[config.mk]
export PLATFORM = sky130hd
export DESIGN_NAME = bus_interconnect
export DESIGN_NICKNAME = d
export VERILOG_FILES = /design/src/rtl/bus_interconnect.sv
export SDC_FILE = /design/constraint.sdc
export NUM_CORES = 1
export LEC_CHECK = 0
export CAP_MARGIN = 20
export CORE_MARGIN = 3
export CORE_UTILIZATION = 50
export DETAILED_ROUTE_END_ITERATION = 8
export DONT_BUFFER_PORTS = 1
export GPL_TIMING_DRIVEN = 1
export PLACE_DENSITY_LB_ADDON = 0.25
export SLEW_MARGIN = 20
export SYNTH_ARGS = -nofsm -noshare
export SYNTH_HDL_FRONTEND = slang
export SYNTH_SLANG_ARGS = --single-unit
[constraint.sdc]
create_clock -name clk -period 2.7 [get_ports clk]
set_clock_uncertainty 0.15 [all_clocks]
set_input_delay 0.27 -clock clk [delete_from_list [all_inputs] [get_ports clk]]
set_output_delay 0.27 -clock clk [all_outputs]
set_load 0.005 [all_outputs]
[src/rtl/bus_interconnect.sv]
// Byte-wide CPU-to-peripheral fabric: window decode, wait states, timeout and unmapped-address fault.
// Optional fault logging (fault_address/fault_count/fault_clear) when BUS_FAULT_LOG_EN is defined.
module bus_interconnect #(
  parameter int unsigned                NUM_SLAVES     = 4,
  parameter logic [NUM_SLAVES*32-1:0]   SLAVE_BASES    = {32'h0000_3000, 32'h0000_2000,
                                                          32'h0000_1000, 32'h0000_0000},
  parameter logic [NUM_SLAVES*32-1:0]   SLAVE_SIZES    = {4{32'h0000_1000}},
  parameter int unsigned                TIMEOUT_CYCLES = 16
) (
  input  logic                      clk,
  input  logic                      rst,
  input  logic [31:0]               cpu_address,
  input  logic [7:0]                cpu_write_data,
  input  logic                      cpu_write_enable,
  input  logic                      cpu_read_enable,
  output logic [7:0]                cpu_read_data,
  output logic                      cpu_ready,
  output logic                      cpu_fault,
  output logic [NUM_SLAVES-1:0]     slv_select,
  output logic [31:0]               slv_address,
  output logic [7:0]                slv_write_data,
  output logic                      slv_write_enable,
  input  logic [NUM_SLAVES*8-1:0]   slv_read_data,
  input  logic [NUM_SLAVES-1:0]     slv_ready
`ifdef BUS_FAULT_LOG_EN
  ,
  output logic [31:0]               fault_address,
  output logic [7:0]                fault_count,
  input  logic                      fault_clear
`endif
);

  localparam int unsigned AW    = 32;
  localparam int unsigned DW    = 8;
  localparam int unsigned IDX_W = (NUM_SLAVES > 1) ? $clog2(NUM_SLAVES) : 1;
  localparam int unsigned CNT_W = (TIMEOUT_CYCLES > 1) ? $clog2(TIMEOUT_CYCLES) : 1;

  localparam logic [1:0] S_IDLE   = 2'd0;
  localparam logic [1:0] S_ACCESS = 2'd1;
  localparam logic [1:0] S_RESP   = 2'd2;
  localparam logic [1:0] S_FAULT  = 2'd3;

  logic [1:0]            state_q, state_d;
  logic [IDX_W-1:0]      idx_q, idx_d, hit_idx;
  logic                  wr_q, wr_d;
  logic [CNT_W-1:0]      cnt_q, cnt_d;
  logic                  hit, req, timeout_hit;
  logic [AW-1:0]         hit_off, win_base, win_size;
  logic [AW:0]           diff;
  logic [NUM_SLAVES-1:0] sel_d;
  logic [AW-1:0]         saddr_d;
  logic [DW-1:0]         swd_d, rdata_d;
  logic                  swe_d, rdy_d, flt_d;

  assign req         = cpu_write_enable | cpu_read_enable;
  assign timeout_hit = (TIMEOUT_CYCLES != 0) && (cnt_q == CNT_W'(TIMEOUT_CYCLES - 1));

  // Window decode in 33 bits; scanning downward leaves the lowest matching index.
  always_comb begin
    hit      = 1'b0;
    hit_idx  = '0;
    hit_off  = '0;
    win_base = '0;
    win_size = '0;
    diff     = '0;
    for (int i = int'(NUM_SLAVES) - 1; i >= 0; i--) begin
      win_base = SLAVE_BASES[32*i +: 32];
      win_size = SLAVE_SIZES[32*i +: 32];
      diff     = {1'b0, cpu_address} - {1'b0, win_base};
      if ((win_size != '0) && !diff[AW] && (diff < {1'b0, win_size})) begin
        hit     = 1'b1;
        hit_idx = IDX_W'(i);
        hit_off = diff[AW-1:0];
      end
    end
  end

  // Next state plus next value of every registered output.
  always_comb begin
    state_d = state_q;
    idx_d   = idx_q;
    wr_d    = wr_q;
    cnt_d   = cnt_q;
    sel_d   = '0;
    saddr_d = '0;
    swd_d   = '0;
    swe_d   = 1'b0;
    rdata_d = '0;
    rdy_d   = 1'b0;
    flt_d   = 1'b0;
    case (state_q)
      S_IDLE: begin
        if (req) begin
          idx_d = hit_idx;
          wr_d  = cpu_write_enable;
          cnt_d = '0;
          if (hit) begin
            state_d = S_ACCESS;
            sel_d   = NUM_SLAVES'(1) << hit_idx;
            saddr_d = hit_off;
            swd_d   = cpu_write_data;
            swe_d   = cpu_write_enable;
          end else begin
            state_d = S_FAULT;
            rdy_d   = 1'b1;
            flt_d   = 1'b1;
          end
        end
      end
      S_ACCESS: begin
        cnt_d = cnt_q + CNT_W'(1);
        if (slv_ready[idx_q]) begin
          state_d = S_RESP;
          rdy_d   = 1'b1;
          rdata_d = wr_q ? '0 : slv_read_data[DW*idx_q +: DW];
        end else if (timeout_hit) begin
          state_d = S_FAULT;
          rdy_d   = 1'b1;
          flt_d   = 1'b1;
        end else begin
          sel_d   = slv_select;
          saddr_d = slv_address;
          swd_d   = slv_write_data;
          swe_d   = slv_write_enable;
        end
      end
      default: state_d = S_IDLE;
    endcase
  end

  always_ff @(posedge clk or negedge rst) begin
    if (!rst) begin
      state_q          <= S_IDLE;
      idx_q            <= '0;
      wr_q             <= 1'b0;
      cnt_q            <= '0;
      slv_select       <= '0;
      slv_address      <= '0;
      slv_write_data   <= '0;
      slv_write_enable <= 1'b0;
      cpu_read_data    <= '0;
      cpu_ready        <= 1'b0;
      cpu_fault        <= 1'b0;
    end else begin
      state_q          <= state_d;
      idx_q            <= idx_d;
      wr_q             <= wr_d;
      cnt_q            <= cnt_d;
      slv_select       <= sel_d;
      slv_address      <= saddr_d;
      slv_write_data   <= swd_d;
      slv_write_enable <= swe_d;
      cpu_read_data    <= rdata_d;
      cpu_ready        <= rdy_d;
      cpu_fault        <= flt_d;
    end
  end

`ifdef BUS_FAULT_LOG_EN
  logic [AW-1:0] addr_q;

  always_ff @(posedge clk or negedge rst) begin
    if (!rst) begin
      addr_q <= '0;
    end else if ((state_q == S_IDLE) && req) begin
      addr_q <= cpu_address;
    end
  end

  // A miss faults straight from IDLE with the live address; a timeout uses the latched one.
  always_ff @(posedge clk or negedge rst) begin
    if (!rst) begin
      fault_address <= '0;
      fault_count   <= '0;
    end else if (fault_clear) begin
      fault_address <= '0;
      fault_count   <= '0;
    end else if (state_d == S_FAULT) begin
      fault_address <= (state_q == S_IDLE) ? cpu_address : addr_q;
      if (fault_count != 8'hFF) fault_count <= fault_count + 8'd1;
    end
  end
`endif

endmodule
==> qor.yml, run 1 <==
status: "completed"
cts_tree: "built"
mostFrequentLayoutCells: "dfrtp_1 (64), dlygate4sd3_1 (25), and2_1 (19)"
cpPeakStageDelay_ns: 0.36
wl_per_cell_um: 20.0
synth_edf_count: 0
first_iter_violations: 100
die_area_um2: 7720
synth_ff_type: "dfrtp_1"
hold_class: "in -> reg"
layout_commonest_cell: "dfrtp_1"
grt_pass1_wl_um: 12500
setup.worst_path.class: "in -> reg"
drive_gt1_frac: 0.177
clock_sinks: 64
yosys.area.top_type: "dfrtp_1"
powerDensity_nw_per_um2: 624
cts-buffers-inserted: 9
clkPwrFrac: 0.402
drc: 0
crit_fanout: 20
nNetsFinal: 416
die_y_um: 87.9
r2r_slack_ns: 0.67
core_area_um2: 6420
worstPathArrival_ns: 2.47
syn_inst: 295
clockBufferDepth: 2
gp_congestion: 0.966
grt.busiest_layer: "met2"
power.net_switching_uw: 657
setup_tns_ns: 0
crit_required_ns: 2.81
vdd_drop_max_v: 0.000328
leakagePower_nw: 1.73
slew_violations: 0
drt_pass1_iterations: 4
syn_area_per_cell_um2: 11.4
grt_use_total: 0.212
die_w_um: 87.9
antenna_found_initial: 0
synthArstFlopShare: 1.00
hold_start: "cpu_address[26]"
switching_share: 0.262
final_antenna_net_count: 0
startpoint_type: "input pin"
fmax_mhz: 423
clkLatencyLatePin_ns: 0.33
post-place-ws_ns: 0.0508
syn_to_final_growth_pct: 19.9
synth.yosys.seq_area_share: 0.478
fin_crit_sh: 0.875
rows: 29
postRouteWirelength_um: 8210
antenna_cells: 0
worst_slew_pin_slew_ns: 0.626
seqPwrFrac: 0.433
timing.rr.end: "slv_address[11]"
cts_max_level: 3
grt.met2_usage: 0.357
period_needed_ns: 2.36
synth_nets: 382
grt_start_max_net_pins: 65
hpwl_um: 5750
synth_area_leaders: "dfrtp_1 (48%), mux4_2 (6.0%), a22o_1 (4.7%)"
cts_setup_buffers: 0
r2r_start: "idx_q[1]"
io_pins: 135
grt_use_met3: 0.0734
netlist.area_leader.share: 0.478
grt_overflow: 0
fin_ws_ns: 0.337
crit_chain: "inv_1 > buf_4 > ha_1 > a21oi_1 > nand4_1 > o21a_1 > nor4_1 > nand4_1 > a41oi_4 > buf_12 > a22o_1"
hold_depth: 2
finalHoldViolations: 0
clk_pin_slew_ns: 0.08
ys_types: 53
port_buffers: 0
yosys_register_bits: 64
yosys_warnings: 0
setup_violations: 0
grt_pass1_vias: 2611
vias: 2535
cp_slowest_cell: "nor4_1"
combPwrFrac: 0.165
use_met1: 0.250
cp-end-kind: "register"
syn_area_um2: 3350
p_int_mw: 1.85
start_util: 0.522
worstHoldEndpoint: "state_q[1]"
route.detailed.vias_per_inst: 6.17
slew_headroom: 0.580
crit_top_cell: "nand4_1"
rsz0062_at_grt: "no"
r2r.worst_path.cells: 5
cts-root-buf: "clkbuf_8"
drv_cap: 0
final cells by class:
class / count / area [um^2]
multi-input cells: 212 / 1670
well taps: 77 / 96.3
clock inverters: 6 / 114
flip-flops and latches: 64 / 1600
repair buffers: 37 / 385
clock buffers: 10 / 138
inverters: 5 / 18.8
fillers: 493 / 2400
Yosys cell counts, types with 4 or more instances:
cell type and number:
a21o_1 4, a22o_1 18, a22o_2 6, and2_1 19
clkbuf_1 10, dfrtp_1 64, ha_1 7, inv_1 5
mux4_2 9, nand2_1 15, nand3_1 11, nand4_1 12
nor2_1 7, nor2b_1 11, nor3_1 13, nor4_1 12
o21a_1 4, o21ai_0 7, xnor2_1 6, xor2_1 4
how the worst max path moves through the flow:
stage | start | endpoint | slack [ns] | cells after the start
floorplan | cpu_address[14] | slv_address[2] | 0.02 | 11
global placement | cpu_address[24] | slv_write_data[7] | 0.1 | 9
detailed placement | cpu_address[14] | slv_address[11] | 0.05 | 11
CTS | cpu_address[14] | slv_address[11] | 0.38 | 11
global route | cpu_address[14] | slv_write_data[5] | 0.13 | 11
finish | cpu_address[14] | slv_address[11] | 0.34 | 11
logic make-up (layout without fill, tap and decap cells):
| family | after synthesis | after routing | synth area share |
|---|---|---|---|
| AOI/OAI and AO/OA | 62 | 62 | 0.152 |
| xor gates and xnor gates | 10 | 10 | 0.0261 |
| adders and majority gates | 7 | 7 | 0.0261 |
| buffers and inverters | 19 | 58 | 0.0284 |
| DFF | 64 | 64 | 0.478 |
| muxes | 13 | 13 | 0.0735 |
| and+or+nand+nor | 120 | 120 | 0.216 |
timing repair:
action / in CTS / in global routing
hold buffers: 26 / 0
endpoints found under the hold margin: 87 / 0
gates resized for setup: 0 / 0
power groups by stage:
stage | registers, mW | clock network, mW | logic (mW)
6_report | 1.08 | 1.01 | 0.414
5_1_grt | 1.09 | 1.08 | 0.459
4_1_cts | 1.08 | 1.03 | 0.405
3_5_place_dp | 1.10 | 0 | 0.338
3_3_place_gp | 1.10 | 0 | 0.335
2_1_floorplan | 1.08 | 0 | 0.269
state kept, by name, indices dropped and copies added (netlist names):
register	cells
cpu_ready	1
cpu_read_data	8
slv_address	32
slv_write_data	8
state_q	2
wr_q	1
slv_select	4
cnt_q	4
cpu_fault	1
idx_q	2
slv_write_enable	1
critical path, delay by kind of cell:
family,cells,cell delay [ns]
buf+inv,3,0.39
compound gates,4,0.79
simple gates,3,0.78
fa+ha+maj,1,0.22
through the flow:
step                       util  instance area (um^2)  instances  hold WS, ns  power, mW
after floorplan               -                  3360        295       -0.176       1.35
after global placement    0.544                  3490        369       -0.174       1.43
after detailed placement  0.544                  3490        369       -0.174       1.44
after CTS                 0.626                  4020        411      0.00285       2.52
after global routing      0.626                  4020        411       0.0126       2.63
final                     0.626                  4020        411       0.0168       2.51
routing by layer:
layer | routed length [um] | vias to the layer above
li1 | - | 1197
met1 | 3280 | 1197
met2 | 4040 | 131
met3 | 787 | 10
met4 | 112 | 0
met5 | 0 | -
(Power assumes the default switching activity.)
==> run 2: changes to the inputs <==
- RECOVER_POWER: default -> 50
==> run 2 against run 1 <==
  * The run now ends with capacitance limit, slew limit left
  * Die area is the same
  * Core utilization is 0.35 points lower
  * Global-route usage is the same
  * Sequential share of layout area is 0.22 points higher
  * Design area down 0.56%
  * Sequential cell count unchanged
  * Sequential power about the same
  * Critical endpoint unchanged
  * Largest power group unchanged
==> qor.yml, run 2 (synthesis results as in run 1) <==
cts_max_level: 3
gp_congestion: 0.966
cts_setup_buffers: 0
slew_headroom: -0.0169
layout_commonest_cell: "dfrtp_1"
clockBufferDepth: 2
worst-path-buf-inv: 3
fin_util: 0.622
crit_fanout: 20
rows: 29
cts_tree: "built"
period_needed_ns: 2.36
fin_crit_sh: 0.875
place_inst: 369
violations: "capacitance limit, slew limit"
start_util: 0.522
crit_top_cell: "nand4_1"
regMostFlops: "slv_address"
die_area_um2: 7720
hpwl_um: 5750
wl_per_cell_um: 20.0
grt_pass1_wl_um: 12500
worst_slew_pin_slew_ns: 1.53
cp_slowest_cell: "nor4_1"
crit_required_ns: 2.81
io_pins: 135
cts-root-buf: "clkbuf_8"
vdd_drop_max_v: 0.000328
clkLatencyLatePin_ns: 0.33
drv_cap: 1
hold_class: "in -> reg"
drc: 0
drt_pass1_iterations: 4
setup_violations: 0
grt_pass1_vias: 2611
top_regs: "slv_address x32, cpu_read_data x8, slv_write_data x8"
fin_cells: 411
leakagePower_nw: 1.72
slew_violations: 65
final_antenna_net_count: 0
die_w_um: 87.9
port_buffers: 0
nNetsFinal: 416
cpPeakStageDelay_ns: 0.36
clk_pin_slew_ns: 0.08
crit_chain: "inv_1 > buf_4 > ha_1 > a21oi_1 > nand4_1 > o21a_1 > nor4_1 > nand4_1 > a41oi_4 > buf_12 > a22o_1"
finalHoldViolations: 0
status: "finished, violations left"
clock_sinks: 64
cts-buffers-inserted: 9
rsz0062_at_grt: "no"
route.detailed.vias_per_inst: 6.16
fin_ws_ns: 0.337
grt_overflow: 0
vias: 2531
syn_to_final_growth_pct: 19.3
postRouteWirelength_um: 8230
cp-end-kind: "register"
cp_top_family: "compound AO/OA/AOI/OAI gates"
first_iter_violations: 100
largest_reg_flops: 32
grt_start_max_net_pins: 65
core_area_um2: 6420
setup_tns_ns: 0
power.total_mw: 2.50
post-place-ws_ns: 0.0508
setup.worst_path.class: "in -> reg"
worstPathArrival_ns: 2.47
fmax_mhz: 423
die_y_um: 87.9
drive_gt1_frac: 0.177
antenna_found_initial: 0
powerDensity_nw_per_um2: 627
mostFrequentLayoutCells: "dfrtp_1 (64), dlygate4sd3_1 (25), and2_1 (19)"
grt_use_total: 0.212
startpoint_type: "input pin"
antenna_cells: 0
## run 2: timing repair
| action | 4_1_cts | 5_1_grt |
|---|---|---|
| hold buffers | 26 | 0 |
| hold endpoints to repair | 87 | 0 |
| gates resized for setup | 0 | 0 |
## run 2: report_power, final
part	leakage, nW	internal, mW	total (mW)	switching (mW)
combinational	0.718	0.180	0.410	0.230
sequential	0.883	1.03	1.08	0.0594
clock	0.119	0.642	1.01	0.368
## run 2: final timing paths
check | slack (ns) | end | cells past startpoint | startpoint
worst min-delay path | 0.02 | state_q[1] | 2 | cpu_address[26]
worst max register to register | 0.66 | slv_address[11] | 5 | idx_q[1]
worst min register to register | 0.37 | slv_address[24] | 1 | slv_address[24]
worst max-delay path | 0.34 | slv_address[11] | 11 | cpu_address[14]
min in group asynchronous | 0.71 | slv_address[20] | 2 | rst
max in group asynchronous | 0.77 | slv_address[28] | 2 | rst
## run 2: per-layer routing
layer	part of all wire	track usage	vias to the layer above	wire, um
li1	-	-	1196	-
met1	0.40	0.250	1194	3290
met3	0.096	0.0734	10	788
met5	0	0	-	0
met4	0.014	0.0781	0	112
met2	0.49	0.357	131	4040
## run 2: cell type report
class | count | area, um^2
clock buffer | 10 | 138
inverter | 5 | 18.8
sequential | 64 | 1600
multi-input combinational | 212 | 1670
clock inverter | 6 | 114
tap | 77 | 96.3
timing repair buffer | 37 | 363
fill | 496 | 2420
## run 2: stage by stage
| step | cell area (um^2) | hold WS (ns) |
|---|---|---|
| finish | 4000 | 0.0166 |
| global route | 4000 | 0.0126 |
| CTS | 4020 | 0.00285 |
| detailed placement | 3490 | -0.174 |
| global placement | 3490 | -0.174 |
| floorplan | 3360 | -0.176 |
## run 2: worst register-to-register path: cells and delay by family, from the launching register on
family                 cells  cell delay (ns)
AOI/OAI and AO/OA          1             0.20
buffers and inverters      1             0.22
muxes                      1             0.41
DFF                        1             0.59
and+or+nand+nor            2             0.40
